[config.mk]
export PLATFORM = sky130hd
export DESIGN_NAME = vga_timing_gen
export DESIGN_NICKNAME = d
export VERILOG_FILES = /design/src/rtl/vga_timing_gen.sv
export SDC_FILE = /design/constraint.sdc
export NUM_CORES = 1
export LEC_CHECK = 0
export CAP_MARGIN = 20
export CORE_MARGIN = 2
export CORE_UTILIZATION = 54
export DETAILED_ROUTE_END_ITERATION = 12
export PLACE_DENSITY = 0.78
export SYNTH_ARGS = -nofsm -noshare
export SYNTH_HDL_FRONTEND = slang
export SYNTH_SLANG_ARGS = --single-unit
[constraint.sdc]
create_clock -name clk -period 2.35 [get_ports clk]
set_input_delay 0.235 -clock clk [delete_from_list [all_inputs] [get_ports clk]]
set_output_delay 0.235 -clock clk [all_outputs]
set_load 0.005 [all_outputs]
[src/rtl/vga_timing_gen.sv]
// Parametrised VGA raster timing generator with pixel-clock enable,
// configurable sync polarity and a sync/blank delay line for fetch-pipeline alignment.
module vga_timing_gen #(
  parameter int unsigned H_ACTIVE   = 640,
  parameter int unsigned H_FP       = 16,
  parameter int unsigned H_SYNC     = 96,
  parameter int unsigned H_BP       = 48,
  parameter int unsigned V_ACTIVE   = 480,
  parameter int unsigned V_FP       = 10,
  parameter int unsigned V_SYNC     = 2,
  parameter int unsigned V_BP       = 33,
  parameter bit          H_POL      = 1'b0,
  parameter bit          V_POL      = 1'b0,
  parameter int unsigned CW         = 10,
  parameter int unsigned SYNC_DELAY = 2,
  parameter int unsigned FCW        = 8
) (
  input  logic           clk,
  input  logic           reset,
  input  logic           pix_en,
  output logic [CW-1:0]  x,
  output logic [CW-1:0]  y,
  output logic           hs,
  output logic           vs,
  output logic           de,
  output logic           line_start,
  output logic           frame_start,
  output logic [FCW-1:0] frame_cnt
);

  localparam int unsigned H_TOTAL      = H_ACTIVE + H_FP + H_SYNC + H_BP;
  localparam int unsigned V_TOTAL      = V_ACTIVE + V_FP + V_SYNC + V_BP;
  localparam int unsigned H_SYNC_START = H_ACTIVE + H_FP;
  localparam int unsigned H_SYNC_END   = H_SYNC_START + H_SYNC;
  localparam int unsigned V_SYNC_START = V_ACTIVE + V_FP;
  localparam int unsigned V_SYNC_END   = V_SYNC_START + V_SYNC;
  localparam longint unsigned CW_MAX   = (64'd1 << CW) - 64'd1;

  // Elaboration-time rejection of unsupported geometry
  if (H_ACTIVE == 0 || H_FP == 0 || H_SYNC == 0 || H_BP == 0 ||
      V_ACTIVE == 0 || V_FP == 0 || V_SYNC == 0 || V_BP == 0) begin : g_bad_geom
    $error("vga_timing_gen: active, porch and sync widths must all be non-zero");
  end
  if (CW == 0 || CW > 31 || longint'(H_TOTAL - 1) > CW_MAX ||
      longint'(V_TOTAL - 1) > CW_MAX) begin : g_bad_cw
    $error("vga_timing_gen: CW too small for H_TOTAL-1 / V_TOTAL-1");
  end
  if (FCW == 0 || FCW > 31) begin : g_bad_fcw
    $error("vga_timing_gen: FCW out of range");
  end

  typedef struct packed {
    logic hs;
    logic vs;
    logic de;
    logic ls;
    logic fs;
  } sync_t;

  localparam sync_t SYNC_IDLE = '{hs: ~H_POL, vs: ~V_POL, de: 1'b0, ls: 1'b0, fs: 1'b0};

  logic [CW-1:0]  h_q, h_d;
  logic [CW-1:0]  v_q, v_d;
  logic [FCW-1:0] fcnt_q, fcnt_d;
  logic [CW-1:0]  x_q, y_q;
  sync_t          st0_d;
  sync_t          pipe_q [SYNC_DELAY+1];
  logic           h_last, v_last, hs_on, vs_on;

  // Raster counters; frame_cnt steps on the frame wrap edge itself
  always_comb begin
    h_d    = h_q;
    v_d    = v_q;
    fcnt_d = fcnt_q;
    h_last = (h_q == CW'(H_TOTAL - 1));
    v_last = (v_q == CW'(V_TOTAL - 1));
    if (h_last) begin
      h_d = '0;
      if (v_last) begin
        v_d    = '0;
        fcnt_d = fcnt_q + FCW'(1);
      end else begin
        v_d = v_q + CW'(1);
      end
    end else begin
      h_d = h_q + CW'(1);
    end
  end

  // Stage-0 decode of the current counter position
  always_comb begin
    st0_d    = SYNC_IDLE;
    hs_on    = (h_q >= CW'(H_SYNC_START)) && (h_q < CW'(H_SYNC_END));
    vs_on    = (v_q >= CW'(V_SYNC_START)) && (v_q < CW'(V_SYNC_END));
    st0_d.hs = hs_on ? H_POL : ~H_POL;
    st0_d.vs = vs_on ? V_POL : ~V_POL;
    st0_d.de = (h_q < CW'(H_ACTIVE)) && (v_q < CW'(V_ACTIVE));
    st0_d.ls = (h_q == '0);
    st0_d.fs = (h_q == '0) && (v_q == '0);
  end

  // pipe_q[0] is stage 0; pipe_q[SYNC_DELAY] drives the sync outputs
  always_ff @(posedge clk) begin
    if (reset) begin
      h_q    <= '0;
      v_q    <= '0;
      fcnt_q <= '0;
      x_q    <= '0;
      y_q    <= '0;
      for (int i = 0; i <= int'(SYNC_DELAY); i++) begin
        pipe_q[i] <= SYNC_IDLE;
      end
    end else if (pix_en) begin
      h_q       <= h_d;
      v_q       <= v_d;
      fcnt_q    <= fcnt_d;
      x_q       <= h_q;
      y_q       <= v_q;
      pipe_q[0] <= st0_d;
      for (int i = 1; i <= int'(SYNC_DELAY); i++) begin
        pipe_q[i] <= pipe_q[i-1];
      end
    end
  end

  assign x           = x_q;
  assign y           = y_q;
  assign frame_cnt   = fcnt_q;
  assign hs          = pipe_q[SYNC_DELAY].hs;
  assign vs          = pipe_q[SYNC_DELAY].vs;
  assign de          = pipe_q[SYNC_DELAY].de;
  assign line_start  = pipe_q[SYNC_DELAY].ls;
  assign frame_start = pipe_q[SYNC_DELAY].fs;

endmodule

==> results of run 1 <==
[where the power goes]
group | switching, mW | total [mW] | internal, mW
logic | 0.0444 | 0.0803 | 0.0359
registers | 0.00794 | 1.14 | 1.13
clock network | 0.417 | 1.22 | 0.806
total | 0.469 | 2.44 | 1.97
[routing by layer]
layer / wire length, um / track usage, % / vias to the layer above
li1: - / - / 1068
met1: 2440 / 27.2 / 963
met2: 2480 / 33.4 / 62
met3: 242 / 4.69 / 17
met4: 175 / 13.1 / 0
met5: 0 / 0 / -
[synthesized netlist by cell type (all sizes together)]
cell and n:
nand3b 1, or3 7, and2 8, nor4 5, mux2i 20, nand2b 7, clkbuf 8, xnor2 4
and3 4, nand4 5, o211ai 1, o311a 1, o21bai 1, o41ai 1, dfxtp 48, nor2b 2
or4 8, a21oi 13, buf 7, xor2 8, nor2 35, nand2 14, nor3 3, edfxtp 15
and4 4, o31ai 7, ha 6, nand3 13, o22ai 1, or4b 1, inv 7, o21ai 8
[state kept, by name, indices dropped and copies added (netlist names)]
register,count
frame_cnt,8
h_q,10
pipe_q,15
v_q,10
x,10
y,10
[final cells by class]
type | count | area [um^2]
clock buffer | 9 | 124
clock inverter | 7 | 135
fill | 386 | 1360
inverter | 7 | 26.3
multi-input combinational | 188 | 1210
sequential | 63 | 1410
tap | 67 | 83.8
timing repair buffer | 51 | 470
[logic make-up (layout without fill, tap and decap cells)]
kind of cell,Yosys count,after routing
AND/OR/NAND/NOR,117,117
AO/OA/AOI/OAI,33,33
buffers and inverters,22,74
multiplexers,20,20
adder cells (fa/ha/maj),6,6
XOR/XNOR,12,12
flip-flops,63,63
[metrics by stage]
step                cells  utilization [%]  power [mW]
floorplan             273                -        1.21
global placement      376             66.4        1.24
detailed placement    376             66.4        1.24
CTS                   392             71.8        2.45
global route          392             71.8        2.50
finish                392             71.8        2.44
[worst reg2reg max path: cells and delay by family, from the launching register on]
family / cells / cell delay, ns
AND/OR/NAND/NOR: 3 / 1.23
flip-flops: 1 / 0.42
adder cells (fa/ha/maj): 1 / 0.25
AO/OA/AOI/OAI: 1 / 0.16
[path summary, 6_finish.rpt]
kind | start | to | slack [ns] | cells past startpoint
setup / recovery | h_q[0]$_SDFFE_PP0P_ | v_q[7]$_SDFFE_PP0P_ | 0.23 | 5
hold / removal | frame_cnt[7]$_SDFFE_PP0P_ | frame_cnt[7]$_SDFFE_PP0P_ | 0.48 | 2
setup reg to reg | h_q[0]$_SDFFE_PP0P_ | v_q[7]$_SDFFE_PP0P_ | 0.23 | 5
hold reg to reg | frame_cnt[7]$_SDFFE_PP0P_ | frame_cnt[7]$_SDFFE_PP0P_ | 0.48 | 2
==> impl_metrics.csv, run 1 <==
group,metric,value,unit
synth,synth_xor_xnor_area_share,3.83,%
final_layout,final_layout_size_suffix_gt1_share,12.3,%
placement,globalplace.congestion,0.827,
global_route,antenna_found_initial,0,
worst_setup_path,crit_type,"register to register",
worst_setup_path,crit_path_max_incr_delay,0.59,ns
synth,mappedNetlistArea,2740,um^2
synth,synth_compound_area_share,7.39,%
clock_tree,cts.sinks,63,
worst_setup_path,crit_path_cell_chain,"ha_1, nand4_1, or4_4, or4_1, a21oi_1",
global_route,first_pass_grt_wire_length,9.08,mm
min_path,worst_hold_path_type,"register to register",
clock_tree,h-tree-depth,3,
sta,hold_viol_final,0,
sta,relSlewSlack,74.1,%
clock_tree,clkSlewWorstSetupHoldPaths,0.07,ns
worst_setup_path,timing.critical_path.fanout_max,10,
sta,hold_ws,0.480,ns
worst_setup_path,worst-endpoint-required,2.62,ns
detailed_routing,final_antenna_net_count,0,
clock_tree,cts_setup_buffers,0,
detailed_routing,drtPass1Iterations,4,
sta,layout_worst_path_cycle_share,90.4,%
clock_tree,cts_inserted_buffers,9,
synth,post-synth-top-area-fraction,35.0,%
synth,synth_cell_types,37,
clock_tree,post_cts_hold_buffer_count,0,
worst_setup_path,critPathCaptureType,"register",
detailed_routing,route.detailed.drc,0,
final_layout,design.final.nets,329,
synth,synth_cells,273,
detailed_routing,detailedRoute.firstIterationViolations,154,
synth,synth.ff_latch_count,63,
power,power.density,705,nW/um^2
worst_setup_path,critPathBufInv,0,
global_route,grt_pass1_vias,1974,
sta,timing.final.crit_period,2.12,ns
synth,synth_nets,282,
synth,synthesized_area_fraction_occupied_by_and_or_nand_nor_cells,22.7,%
synth,netlist_top_cells_area,"sky130_fd_sc_hd__dfxtp_1 (35%), sky130_fd_sc_hd__edfxtp_1 (16%), sky130_fd_sc_hd__mux2i_1 (7.3%), sky130_fd_sc_hd__nor2_1 (4.8%), sky130_fd_sc_hd__ha_1 (2.7%)",
final_layout,antenna-diode-count,0,
clock_tree,cts_tree,"done",
sta,timing.clock.skew,0.00786,ns
placement,dpl_cell_area,3200,um^2
final_layout,synthToLayoutAreaGrowth,26.1,%
worst_setup_path,crit_slowest_cell,"sky130_fd_sc_hd__or4_4",
die,rows,25,
sta,clock.fmax,471,MHz
synth,syn_avg_cell_area,10.1,um^2
detailed_routing,routed-via-count,2110,
power,total_leakage_power,1.29,nW
final_layout,commonest_non_fill_non_tap_cells_in_the_layout,"sky130_fd_sc_hd__dfxtp_1 (48), sky130_fd_sc_hd__nor2_1 (35), sky130_fd_sc_hd__clkdlybuf4s50_1 (35)",
final_layout,most_common_cell_after_layout_fill_and_taps_aside,"sky130_fd_sc_hd__dfxtp_1",
worst_setup_path,worst_setup_path_start_kind,"register",
worst_setup_path,worstPathArrival,2.39,ns
placement,io_buffer_count,35,
die,design.core.area,4820,um^2
placement,post-place-ws,0.0292,ns
synth,ys.warnings.count,0,
sta,tightest_slew,0.388,ns
clock_tree,clk-insertion-delay-late,0.34,ns
die,design.die.area,5670,um^2
global_route,largest_net_degree_at_the_start_of_global_routing,30,
synth,synth_mux_area_share,7.30,%
clock_tree,clock_tree.buffer_depth,2,
synth,main_combinational_cell_family_by_area_after_synthesis,"simple AND/OR/NAND/NOR gates",
detailed_routing,vias_per_cell,5.38,
die,die_y,75.3,um
die,initial_core_util,57.0,%
worst_setup_path,crit_path_leading_delay_family,"simple AND/OR/NAND/NOR gates",
sta,postLayoutSetupSlackWorst,0.226,ns
global_route,grt_util_all_layers,21.5,%
sta,setup_viol_count_final,0,
power,vdd.ir_drop.worst,0.000545,V
final_layout,finish.instance_area,3460,um^2
detailed_routing,route.detailed.wl_per_inst,13.6,um
sta,rsz0062_at_grt,"no",
clock_tree,post_cts.resized_instances,0,
run,max-cap-violations,0,
outcome,run_status,"finished clean",
placement,dp_hpwl,3.60,mm
die,ios,36,
detailed_routing,route.final.wire_length,5.33,mm
sta,timing.final.max_slew_violations,0,
global_route,gr-total-overflow,0,
sta,totalNegativeSetupSlack,0,ns
synth,synth.yosys.seq_area_share,51.4,%
die,die_width,75.3,um
clock_tree,clockRootBuffer,"sky130_fd_sc_hd__clkbuf_8",
synth,synth_top_area_cell,"sky130_fd_sc_hd__dfxtp_1",
synth,adder_and_majority_gate_portion_of_the_synthesized_area,2.74,%
Note: power is estimated with default switching activity, not from simulation.
==> inputs of run 2 (changes only) <==
--- a/config.mk
+++ b/config.mk
@@ -10,5 +10,5 @@
 export CORE_UTILIZATION = 54
 export DETAILED_ROUTE_END_ITERATION = 12
-export PLACE_DENSITY = 0.78
+export PLACE_DENSITY_LB_ADDON = 0.08
 export SYNTH_ARGS = -nofsm -noshare
 export SYNTH_HDL_FRONTEND = slang
==> constraint.sdc (replaced) <==
create_clock -name clk -period 2.35 [get_ports clk]
set_input_delay 0.705 -clock clk [delete_from_list [all_inputs] [get_ports clk]]
set_output_delay 0.705 -clock clk [all_outputs]
set_load 0.005 [all_outputs]
==> run 2 against run 1 <==
  * Global-route usage fell by 0.18 points
  * Via count rose by 0.81%
  * Combinational power rose by 13%
  * Clock power fell by 19%
  * Total power fell by 9.1%
  * Design area rose by 0.11%
  * Clock-buffer cell count rose by 2
  * Critical endpoint is now frame_cnt[3]$_SDFFE_PP0P_
==> impl_metrics.csv, run 2 (synthesized netlist as in run 1, its figures left out) <==
group,metric,value,unit
final_layout,final_util,71.9,%
sta,timing.clock.skew,0.00683,ns
sta,layout_worst_path_cycle_share,94.3,%
clock_tree,cts_tree,"done",
die,die_width,75.3,um
clock_tree,clkSlewWorstSetupHoldPaths,0.07,ns
sta,rsz0062_at_grt,"no",
global_route,first_pass_grt_wire_length,8.92,mm
worst_setup_path,crit_path_leading_delay_family,"simple AND/OR/NAND/NOR gates",
sta,setup_viol_count_final,0,
sta,relSlewSlack,73.9,%
detailed_routing,final_antenna_net_count,0,
worst_setup_path,crit_slowest_cell,"sky130_fd_sc_hd__or4_1",
detailed_routing,detailedRoute.firstIterationViolations,121,
die,die_y,75.3,um
power,fin_total_pwr,2.22,mW
power,power_switching_share,20.5,%
outcome,run_status,"finished clean",
power,pwr-share-comb,4.1,%
die,design.core.area,4820,um^2
power,power.density,640,nW/um^2
sta,timing.final.crit_period,2.22,ns
detailed_routing,route.detailed.wl_per_inst,13.6,um
die,ios,36,
global_route,grt_util_all_layers,21.3,%
sta,tightest_slew,0.391,ns
final_layout,final_layout_size_suffix_gt1_share,13.6,%
detailed_routing,routed-via-count,2127,
worst_setup_path,critical_path.most_common_cell,"sky130_fd_sc_hd__buf_4",
sta,totalNegativeSetupSlack,0,ns
power,cell_internal_pwr,1.76,mW
placement,io_buffer_count,35,
clock_tree,h-tree-depth,3,
detailed_routing,route.detailed.drc,0,
power,vdd.ir_drop.worst,0.000365,V
worst_setup_path,critPathBufInv,3,
global_route,largest_net_degree_at_the_start_of_global_routing,26,
sta,hold_viol_final,0,
power,total_leakage_power,1.30,nW
global_route,antenna_found_initial,0,
worst_setup_path,worst-endpoint-required,2.62,ns
sta,clock.fmax,451,MHz
clock_tree,clockRootBuffer,"sky130_fd_sc_hd__clkbuf_8",
worst_setup_path,critPathCaptureType,"register",
final_layout,antenna-diode-count,0,
global_route,grt_pass1_vias,1902,
final_layout,commonest_non_fill_non_tap_cells_in_the_layout,"sky130_fd_sc_hd__dfxtp_1 (48), sky130_fd_sc_hd__nor2_1 (35), sky130_fd_sc_hd__clkdlybuf4s50_1 (35)",
detailed_routing,drtPass1Iterations,4,
global_route,gr-total-overflow,0,
worst_setup_path,worst_setup_path_start_kind,"primary input",
worst_setup_path,worst_flop_to_flop_path_startpoint,"h_q[6]$_SDFFE_PP0P_",
die,initial_core_util,57.0,%
worst_setup_path,worstPathArrival,2.49,ns
worst_setup_path,crit_type,"primary input to register",
final_layout,largest_register_ff_count,15,
clock_tree,post_cts_hold_buffer_count,0,
clock_tree,cts.sinks,63,
final_layout,synthToLayoutAreaGrowth,26.3,%
min_path,worst_hold_path_type,"register to register",
final_layout,most_common_cell_after_layout_fill_and_taps_aside,"sky130_fd_sc_hd__dfxtp_1",
power,power_switching,0.455,mW
placement,globalplace.congestion,0.869,
run,max-cap-violations,0,
final_layout,biggest_register,"pipe_q",
worst_setup_path,crit_path_max_incr_delay,0.50,ns
die,design.die.area,5670,um^2
clock_tree,cts_inserted_buffers,9,
clock_tree,clk-insertion-delay-late,0.34,ns
final_layout,design.final.nets,336,
worst_setup_path,cp-startpoint,"pix_en",
worst_setup_path,crit_path_cell_chain,"clkdlybuf4s50_1, buf_4, and4_1, nand3_2, buf_4, or4_1, a21oi_1",
min_path,min_from,"frame_cnt[7]$_SDFFE_PP0P_",
clock_tree,clock_tree.buffer_depth,2,
worst_setup_path,timing.critical_path.fanout_max,5,
sta,timing.final.max_slew_violations,0,
power,relative_contribution_of_the_clock_network_to_total_power,44.7,%
placement,dp_hpwl,3.72,mm
power,share_seq_of_total_power,51.2,%
die,rows,25,
detailed_routing,vias_per_cell,5.33,
detailed_routing,route.final.wire_length,5.42,mm
-- run 2: cell count changes in the layout (fill, tap and decap cells not counted) --
cell / delta
sky130_fd_sc_hd__buf_4: +7
sky130_fd_sc_hd__bufinv_16: -2
sky130_fd_sc_hd__clkbuf_1: +2
sky130_fd_sc_hd__clkinv_1: +1
sky130_fd_sc_hd__clkinv_2: -1
sky130_fd_sc_hd__nand3_1: -1
sky130_fd_sc_hd__nand3_2: +1
-- run 2: worst paths after layout --
path	end	slack [ns]	cells after the start
min reg2reg	frame_cnt[7]$_SDFFE_PP0P_	0.49	2
max reg2reg	v_q[9]$_SDFFE_PP0P_	0.30	4
min	frame_cnt[7]$_SDFFE_PP0P_	0.49	2
max	frame_cnt[3]$_SDFFE_PP0P_	0.13	7
-- run 2: cell type report --
cell class,instances,area [um^2]
flip-flops and latches,63,1410
fillers,388,1350
multi-input cells,188,1210
repair buffers,58,523
clock buffers,11,131
well taps,67,83.8
clock inverters,5,73.8
inverters,7,26.3
-- run 2: metal layers --
metal / GRT usage (%) / wire (um) / vias up
li1: - / - / 1076
met1: 30.0 / 2660 / 1000
met2: 30.8 / 2470 / 44
met3: 5.49 / 217 / 7
met4: 9.55 / 67 / 0
met5: 0 / 0 / -
-- run 2: timing repair --
action | CTS | global route
pin swaps | 0 | 1
cloned | 0 | 0
gates resized for setup | 1 | 1
buffers inserted | 0 | 0
endpoints found under the setup margin | 4 | 5
-- run 2: metrics by stage --
step / hold slack (ns) / setup WS, ns / instance area [um^2] / std cells
floorplan: 0.468 / 0.123 / 2740 / 273
global placement: 0.463 / -0.352 / 3250 / 383
detailed placement: 0.481 / -0.395 / 3250 / 383
CTS: 0.492 / 0.0521 / 3460 / 399
global route: 0.518 / 0.0384 / 3460 / 399
finish: 0.488 / 0.133 / 3460 / 399
-- run 2: worst reg2reg max path: cells and delay by family, from the launching register on --
kind | cells | cell delay [ns]
simple gates | 3 | 1.45
compound gates | 1 | 0.15
flops | 1 | 0.38
-- run 2: power by group through the flow --
stage / logic (mW) / registers (mW) / clock network, mW
floorplan: 0.0522 / 1.16 / 0
CTS: 0.0915 / 1.14 / 1.01
global placement: 0.0902 / 1.16 / 0
global route: 0.101 / 1.14 / 1.06
finish: 0.0910 / 1.14 / 0.991
detailed placement: 0.0907 / 1.16 / 0
